<file path="config.mk">
export PLATFORM = sky130hd
export DESIGN_NAME = uart_rx_fsm
export DESIGN_NICKNAME = d
export VERILOG_FILES = /design/src/rtl/uart_rx_pkg.sv /design/src/rtl/uart_rx_edge_bit_counter.sv /design/src/rtl/uart_rx_fsm.sv
export SDC_FILE = /design/constraint.sdc
export NUM_CORES = 1
export LEC_CHECK = 0
export CORE_ASPECT_RATIO = 0.75
export CORE_MARGIN = 1
export CORE_UTILIZATION = 40
export CTS_CLUSTER_SIZE = 25
export DETAILED_ROUTE_END_ITERATION = 8
export GPL_TIMING_DRIVEN = 0
export PLACE_DENSITY = 0.65
export SLEW_MARGIN = 20
export SYNTH_ARGS = -nofsm -noshare
export SYNTH_HDL_FRONTEND = slang
export SYNTH_SLANG_ARGS = --single-unit
</file>
<file path="constraint.sdc">
create_clock -name CLK -period 4.2 [get_ports CLK]
set_clock_uncertainty 0.05 [all_clocks]
set_input_delay 0.42 -clock CLK [delete_from_list [all_inputs] [get_ports CLK]]
set_output_delay 0.42 -clock CLK [all_outputs]
set_load 0.05 [all_outputs]
</file>
<file path="src/rtl/uart_rx_pkg.sv">
// Shared types and constants for the UART receive path.
// Frame states and the fixed bit positions used by the frame controller.
package uart_rx_pkg;

  typedef enum logic [2:0] {
    IDLE   = 3'd0,
    START  = 3'd1,
    DATA   = 3'd2,
    PARITY = 3'd3,
    STOP   = 3'd4
  } rx_state_e;

  localparam int START_BIT    = 0;
  localparam int DATA_LAST    = 8;
  localparam int MIN_PRESCALE = 8;

endpackage

</file>
<file path="src/rtl/uart_rx_edge_bit_counter.sv">
// Oversampling edge counter and bit counter for one UART frame.
// The edge counter wraps at P-1, which advances the bit counter.
module uart_rx_edge_bit_counter #(
  parameter int PS_W = 6
) (
  input  logic            clk_i,
  input  logic            rst_ni,
  input  logic            en_i,
  input  logic            clear_i,
  input  logic [PS_W-1:0] p_i,
  output logic [PS_W-1:0] edge_cnt_o,
  output logic [3:0]      bit_cnt_o,
  output logic            bit_end_o
);

  logic [PS_W-1:0] edge_q, edge_d;
  logic [3:0]      bit_q, bit_d;

  assign bit_end_o  = (edge_q == (p_i - PS_W'(1)));
  assign edge_cnt_o = edge_q;
  assign bit_cnt_o  = bit_q;

  // Clear wins over counting so a frame exit lands on 0/0 in the next cycle.
  always_comb begin
    edge_d = edge_q;
    bit_d  = bit_q;
    if (clear_i) begin
      edge_d = '0;
      bit_d  = '0;
    end else if (en_i) begin
      if (bit_end_o) begin
        edge_d = '0;
        bit_d  = bit_q + 4'd1;
      end else begin
        edge_d = edge_q + PS_W'(1);
      end
    end
  end

  always_ff @(posedge clk_i) begin
    if (!rst_ni) begin
      edge_q <= '0;
      bit_q  <= '0;
    end else begin
      edge_q <= edge_d;
      bit_q  <= bit_d;
    end
  end

endmodule

</file>
<file path="src/rtl/uart_rx_fsm.sv">
// Frame-level controller of the UART receiver: start detection, bit timing,
// datapath strobes, glitch rejection and completion/error pulses.
module uart_rx_fsm
  import uart_rx_pkg::*;
#(
  parameter int DATA_BITS = DATA_LAST,
  parameter int PS_W      = 6
) (
  input  logic            CLK,
  input  logic            RST,
  input  logic            RX_IN,
  input  logic            PAR_EN,
  input  logic [PS_W-1:0] prescale,
  input  logic            sampled_bit,
  input  logic            par_err,
  input  logic            stp_err,
  output logic [PS_W-1:0] edge_cnt,
  output logic [3:0]      bit_cnt,
  output logic            dat_samp_en,
  output logic            deser_en,
  output logic            par_chk_en,
  output logic            stp_chk_en,
  output logic            data_valid,
  output logic            frame_err,
  output logic            parity_err,
  output logic            busy
);

  rx_state_e       state_q, state_d;
  logic [PS_W-1:0] p_q, p_d;
  logic            parEn_q, parEn_d;
  logic            perr_q, perr_d;
  logic            dv_q, dv_d;
  logic            fe_q, fe_d;
  logic            pe_q, pe_d;

  logic            cntEn;
  logic            cntClear;
  logic            bitEnd;
  logic            startOk;

  uart_rx_edge_bit_counter #(
    .PS_W(PS_W)
  ) u_counter (
    .clk_i      (CLK),
    .rst_ni     (RST),
    .en_i       (cntEn),
    .clear_i    (cntClear),
    .p_i        (p_q),
    .edge_cnt_o (edge_cnt),
    .bit_cnt_o  (bit_cnt),
    .bit_end_o  (bitEnd)
  );

  assign startOk     = !RX_IN && (prescale >= PS_W'(MIN_PRESCALE));
  assign busy        = (state_q != IDLE);
  assign dat_samp_en = busy;
  assign data_valid  = dv_q;
  assign frame_err   = fe_q;
  assign parity_err  = pe_q;

  // Every decision is taken on the last edge of a bit; P and PAR_EN are frozen at c0.
  always_comb begin
    state_d    = state_q;
    p_d        = p_q;
    parEn_d    = parEn_q;
    perr_d     = perr_q;
    cntEn      = 1'b0;
    cntClear   = 1'b0;
    deser_en   = 1'b0;
    par_chk_en = 1'b0;
    stp_chk_en = 1'b0;
    dv_d       = 1'b0;
    fe_d       = 1'b0;
    pe_d       = 1'b0;
    case (state_q)
      IDLE: begin
        if (startOk) begin
          p_d     = prescale;
          parEn_d = PAR_EN;
          perr_d  = 1'b0;
          cntEn   = 1'b1;
          state_d = START;
        end
      end
      START: begin
        cntEn = 1'b1;
        if (bitEnd && (bit_cnt == 4'(START_BIT))) begin
          if (sampled_bit) begin
            cntClear = 1'b1;
            state_d  = IDLE;
          end else begin
            state_d = DATA;
          end
        end
      end
      DATA: begin
        cntEn = 1'b1;
        if (bitEnd) begin
          deser_en = 1'b1;
          if (bit_cnt == 4'(DATA_BITS)) begin
            state_d = parEn_q ? PARITY : STOP;
          end
        end
      end
      PARITY: begin
        cntEn = 1'b1;
        if (bitEnd) begin
          par_chk_en = 1'b1;
          perr_d     = par_err;
          state_d    = STOP;
        end
      end
      STOP: begin
        cntEn = 1'b1;
        if (bitEnd) begin
          stp_chk_en = 1'b1;
          cntClear   = 1'b1;
          dv_d       = !stp_err && !perr_q;
          fe_d       = stp_err;
          pe_d       = perr_q;
          state_d    = IDLE;
        end
      end
      default: begin
        cntClear = 1'b1;
        state_d  = IDLE;
      end
    endcase
  end

  always_ff @(posedge CLK) begin
    if (!RST) begin
      state_q <= IDLE;
      p_q     <= '0;
      parEn_q <= 1'b0;
      perr_q  <= 1'b0;
      dv_q    <= 1'b0;
      fe_q    <= 1'b0;
      pe_q    <= 1'b0;
    end else begin
      state_q <= state_d;
      p_q     <= p_d;
      parEn_q <= parEn_d;
      perr_q  <= perr_d;
      dv_q    <= dv_d;
      fe_q    <= fe_d;
      pe_q    <= pe_d;
    end
  end

endmodule
</file>
# Word level (Yosys, flattened, before mapping)
# Cells that the tools add are included.
# Widths: inputs -> output; s select.
# totals
regBits,24
output_inout_bits,18
wordCells,66
# classes
n_mux,22
addsub,3
n_bitwise,1
n_eq_ne,12
n_lt_le_gt_ge,1
reduce_logical,18
# op_table
op,count
$mux 3,7
$pmux 3 s5,1
$ne 2x2->1 const B,6
$mux 1,9
$add 6x1->6 const B,1
$eq 3x2->1 const B,2
$eq 6x6->1,1
$ge 6x4->1 const B,1
$mux 6,1
$reduce_and 3->1,2
$reduce_and 6->1,1
$sub 6x1->6 const B,1
$add 4x1->4 const B,1
$eq 4x4->1 const B,1
$logic_not 4->1,1
$pmux 1 s2,2
$reduce_and 2->1,2
$reduce_or 4->1,1
$eq 3x1->1 const B,1
$eq 3x3->1 const B,1
$logic_and 1x1->1,3
$logic_not 1->1,3
$logic_not 3->1,1
$pmux 1 s3,1
other kinds (6),6

# Longest topological paths before layout
# Gate-level depths: netlist of run 1.
# depth
ltp_word,6
mapped_depth,9

# Hierarchy
# A second synthesis of run 1 with hierarchy kept.
# unflattened
cells_unflattened,151
hier_area_um2,1343.8
# by_module_without_submodules
mod,cells_per_inst,seq_area_each_um2,n_inst,area_per_inst_um2
uart_rx_fsm,72,280.3,1,674.4
uart_rx_edge_bit_counter,79,200.2,1,669.4

# Least setup slack after synthesis of run 1
# Ideal clock, no wire load.
# synth_timing
path_kind,register to output
from,"register u_counter.edge_q[2], in the netlist u_counter.edge_cnt_o[2]"
to,output port par_chk_en
setup_slack_ns,0.470
arrival_time_ns,3.260
required_ns,3.730
stages_incl_launch_ff,7
n_path_buf,1
cell_sequence,dfxtp_1 buf_2 xnor2_1 a21o_2 o21ai_0 nand2_1 nor4_1
# synth_via
elab_chain_len,3
# synth_rtl
element,line_no,rtl
start: declaration,uart_rx_edge_bit_counter.sv:16,"logic [PS_W-1:0] edge_q, edge_d;"
start signal: assignment,uart_rx_edge_bit_counter.sv:45,edge_q <= edge_d;
$eq 6x6->1,uart_rx_edge_bit_counter.sv:19,assign bit_end_o = (edge_q == (p_i - PS_W'(1)));
$mux 1,uart_rx_fsm.sv:108,if (bitEnd) begin
$mux 1,uart_rx_fsm.sv:76,case (state_q)
end: declaration,uart_rx_fsm.sv:21,"output logic par_chk_en,"
# No other way between the ends.

# Final worst setup path of run 1
# layout_timing
from,register p_q[0]
to,output port par_chk_en
# layout_via
elab_chain_len,4
# layout_rtl
element,line_no,rtl
start: declaration,uart_rx_fsm.sv:30,"logic [PS_W-1:0] p_q, p_d;"
start signal: assignment,uart_rx_fsm.sv:143,p_q <= p_d;
$sub 6x1->6,uart_rx_edge_bit_counter.sv:19,
$eq 6x6->1,uart_rx_edge_bit_counter.sv:19,
$mux 1,uart_rx_fsm.sv:108,
$mux 1,uart_rx_fsm.sv:76,
# No other way between the ends.

==> impl_summary.md, run 1 <==
Floorplan
For this configuration, the core starts out at a cell density of 43.36%. In this run the core area contains 17 standard-cell rows. The horizontal die dimension is 68.30 µm. The number of primary I/O pins is 31. The area inside the core boundary is 3042 µm². The area of the die is 3533 µm². The die is 51.73 µm tall.

Synthesis
The number of register bits inferred by synthesis is 24. The number of nets in the synthesized netlist is 171. After synthesis, the largest family of logic cells by area is simple AND/OR/NAND/NOR gates. The most used flip-flop cell after synthesis is sky130_fd_sc_hd__dfxtp_1.

The adder-cell share of the synthesized area is 3.795%. The top cell type by area accounts for 36.43% of the synthesized area. Of the synthesized area, sequential elements account for 36.43%. The synthesized netlist occupies a cell area of 1319 µm².

The count of flip-flops with a built-in enable after synthesis is 0. The cell taking the most area after synthesis is sky130_fd_sc_hd__dfxtp_1. The post-synthesis cell type count is 41. Of the post-synthesis cell area, the part taken by muxes is 6.831%. The synthesized-area fraction occupied by ao, oa, aoi and oai cells is 11.10%. The fraction of synthesized cell area in xor and xnor cells is 6.641%.

The synthesis warning total is 0. After Yosys synthesis, and, or, nand and nor cells account for 30.55% of the synthesized area. The per-instance average area after synthesis is 8.563 µm². The synthesized netlist cell count is 154. Yosys attributes the largest share of cell area to sky130_fd_sc_hd__dfxtp_1, sky130_fd_sc_hd__mux2i_1, sky130_fd_sc_hd__nand3_1.

Of all flip-flops after synthesis, the portion carrying an async set or reset was 0%.

Clocking
For this design, the CTS-stage hold fixing added 0 buffers. Buffers inserted during clock tree synthesis total 3. After clock tree synthesis, the clock-pin slew on the worst setup and hold paths is 80 ps.

TritonCTS built the clock tree. The number of clock sinks seen by CTS is 24. After clock tree synthesis, the repair step resized 0 gates. The clock insertion delay at the later pin of the skew report is 260 ps.

In this run the clock root is driven by a sky130_fd_sc_hd__clkbuf_8. Post-CTS timing repair inserted 0 buffers for setup. The maximum level of the CTS H-tree is 1. In this run the deepest clock path goes through 2 buffers.

Power
The total power consumption of the routed design is 514.3 µW. The maximum resistive drop on vdd is 0.1950 mV. In this run the static leakage power is 0.0006506 µW.

In this run the power density over the cells is 298.7 nW/µm².

Routing
The number of optimization iterations in the first detailed-route pass is 4. Once detail routing completed, the nets flagged for antenna violations numbered 0. The routed layout has 1179 vias. After the first detailed-routing iteration, the DRC count stood at 22. After detailed routing, the number of remaining DRC violations is 0. In the routed layout, each cell is associated on average with a via count of 5.217. The per-cell routed wire length is 12.89 µm.

The final routed wirelength across all metal layers is 2913 µm.

Timing
After routing, the total negative slack on setup checks comes to 0 ps. The worst path in the final design needs a cycle of 3854 ps, including I/O delays and setup. The count of final max-slew check failures is 0. The number of setup violations in the final report is 0. Setup repair after global routing left no endpoint under its margin.

For the pin with the worst max-slew slack, the measured transition is 795.6 ps. The portion of the clock cycle consumed by the worst path in the final layout is 91.77%. The highest clock rate is 259.4 MHz. The tightest slew margin relative to the limit is 46.67%. The number of failing hold endpoints at the final stage was 0.

Hold timing on the final database bottoms out at a slack of 460.8 ps.

Setup path
The register-to-register path setup slack is 1640 ps. The slowest stage of the critical path is the sky130_fd_sc_hd__clkdlybuf4s50_1 cell. The number of buffers and inverters on the critical path is 2. The number of cell instances on the worst register-to-register path is 8.

By startpoint and endpoint, the worst setup path is classified as flop to output port. The worst setup path is launched from a flop. Data arrives at the worst endpoint at 3380 ps. Along the worst path, the maximum fanout reaches 9. STA classifies the critical path endpoint as an output port. The signal on the critical path passes through inv_1, ha_1, xnor2_1, a21o_2, o21ai_0, nand2_1, nor4_1, clkdlybuf4s50_1. The highest cell delay on the worst timing path is 910 ps. At the worst endpoint, the required time is 3730 ps. The critical path crosses 8 cells after its start point. Among cell families on the critical path, the largest total delay comes from buffers and inverters.

Placement
The placed instance area is 1667 µm². Summed over all nets, the half-perimeter wirelength after detailed placement is 2204 µm. The final RePlAce weighted congestion is 0.8282. The count of input and output buffers is 30. The number of placed instances, taps included is 222.

Min path
Counting instances, the worst hold path has a depth of 1. The tightest min-delay check is of the flop to flop type.

Final layout
The proportion of layout cells with a drive suffix above 1 is 9.043%. For this run, the post-layout net count is 206. Summing all non-filler instances in the final layout gives an area of 1722 µm². Compared with the post-synthesis result, the final layout area differs by 30.55%.

The final cell count without fillers is 226. The repair_antennas step left the layout with diodes totalling 0.

Run
The number of max-cap violations is 0.

Global routing
The initial antenna violation count was 0. The global-route wire length before repair is 4650 µm. Global routing used 17.95% of the available tracks.

Entering global routing, the biggest net connects 14 pins. The number of global-route vias before repair is 1023. Summed over all layers, the global routing overflow is 0.

Status
The run finished with clean final reports.
==> metal layers <==
layer / global-route usage [%] / vias up / wire (µm)
met5: 0 / - / 0
met4: 4.167 / 0 / 17
met3: 5.263 / 2 / 121
met2: 29.41 / 22 / 1266
met1: 22.96 / 542 / 1507
li1: - / 613 / -
==> report_power, final <==
part | internal, µW | switching (µW) | leakage (µW)
Sequential | 236 | 10.2 | 0.000195
Clock | 83.7 | 73.1 | 0.0000288
Combinational | 51.4 | 60.1 | 0.000427
Total | 371 | 143 | 0.000651
==> worst reg2reg max path: cells and delay by family (launching register included) <==
kind | cells | cell delay [ps]
and+or+nand+nor | 2 | 790
AOI/OAI and AO/OA | 2 | 540
DFF | 1 | 410
adders and majority gates | 1 | 250
muxes | 1 | 240
xor gates and xnor gates | 1 | 140
buffers and inverters | 1 | 70
==> synthesized netlist by cell type (all sizes together) (4+ instances only) <==
cell	count
dfxtp	24
nand2	12
nand3	11
mux2i	9
a21oi	8
nor2b	8
nor3	8
inv	7
nor2	7
o21ai	6
and3	5
xnor2	5
xor2	5
ha	4
or4	4
==> flip-flops by register name, summed over array words and instances (netlist names) <==
| signal | cells |
|---|---|
| perr_q | 1 |
| data_valid | 1 |
| parEn_q | 1 |
| frame_err | 1 |
| u_counter.bit_cnt_o | 4 |
| p_q | 6 |
| parity_err | 1 |
| state_q | 3 |
| u_counter.edge_cnt_o | 6 |
==> per-stage QoR <==
stage | setup slack (ps) | utilization, %
finish | 345.6 | 56.60
global route | 105.8 | 56.60
CTS | 383.0 | 56.60
detailed placement | 688.3 | 54.79
global placement | 703.6 | 54.79
floorplan | 470.3 | -
==> final cells by class <==
cell class	count	area [µm²]
tap	38	47.55
buffer	6	35.03
sequential	24	480.5
multi-input combinational	117	777.0
fill	266	1320
timing repair buffer	30	300.3
clock buffer	4	55.05
inverter	7	26.28
==> cells in the final DEF (no fill, tap or decap), types with 2 or more instances in the layout <==
master | synthesis | layout
sky130_fd_sc_hd__clkdlybuf4s50_1 | 0 | 30
sky130_fd_sc_hd__clkbuf_1 | 3 | 3
sky130_fd_sc_hd__nor4_1 | 3 | 3
sky130_fd_sc_hd__xnor2_1 | 5 | 5
sky130_fd_sc_hd__mux2i_1 | 9 | 9
sky130_fd_sc_hd__o21bai_1 | 2 | 2
sky130_fd_sc_hd__nor3_2 | 2 | 2
sky130_fd_sc_hd__or4_1 | 3 | 3
sky130_fd_sc_hd__nand2_1 | 12 | 12
sky130_fd_sc_hd__a21oi_1 | 8 | 8
sky130_fd_sc_hd__o21ai_0 | 5 | 5
sky130_fd_sc_hd__inv_1 | 7 | 7
sky130_fd_sc_hd__nand3_1 | 11 | 11
sky130_fd_sc_hd__nor2b_1 | 8 | 8
sky130_fd_sc_hd__ha_1 | 4 | 4
sky130_fd_sc_hd__nor3_1 | 6 | 6
sky130_fd_sc_hd__xor2_1 | 5 | 5
sky130_fd_sc_hd__nor2_1 | 7 | 7
sky130_fd_sc_hd__dfxtp_1 | 24 | 24
sky130_fd_sc_hd__nand2b_1 | 3 | 3
sky130_fd_sc_hd__and3_1 | 4 | 4
sky130_fd_sc_hd__or3_1 | 2 | 2
sky130_fd_sc_hd__a31oi_1 | 2 | 2
sky130_fd_sc_hd__clkbuf_8 | 0 | 4
==> logic make-up after synthesis <==
| kind of cell | after synthesis |
|---|---|
| xor gates and xnor gates | 10 |
| muxes | 9 |
| buffers and inverters | 13 |
| DFF | 24 |
| adders and majority gates | 4 |
| and+or+nand+nor | 70 |
| AOI/OAI and AO/OA | 24 |
==> final timing paths <==
check	from	end
worst max register to register	p_q[0]	perr_q
worst min register to register	perr_q	parity_err
worst max-delay path	p_q[0]	par_chk_en
worst min-delay path	perr_q	parity_err
(Power assumes the default switching activity.)
==> run 2: changes to the inputs <==
--- a/config.mk
+++ b/config.mk
@@ -16,3 +16,4 @@
 export SYNTH_ARGS = -nofsm -noshare
 export SYNTH_HDL_FRONTEND = slang
 export SYNTH_SLANG_ARGS = --single-unit
+export TNS_END_PERCENT = 30
==> results of run 2 <==
The final DEF is identical to that of run 1; final timing and power are the same.
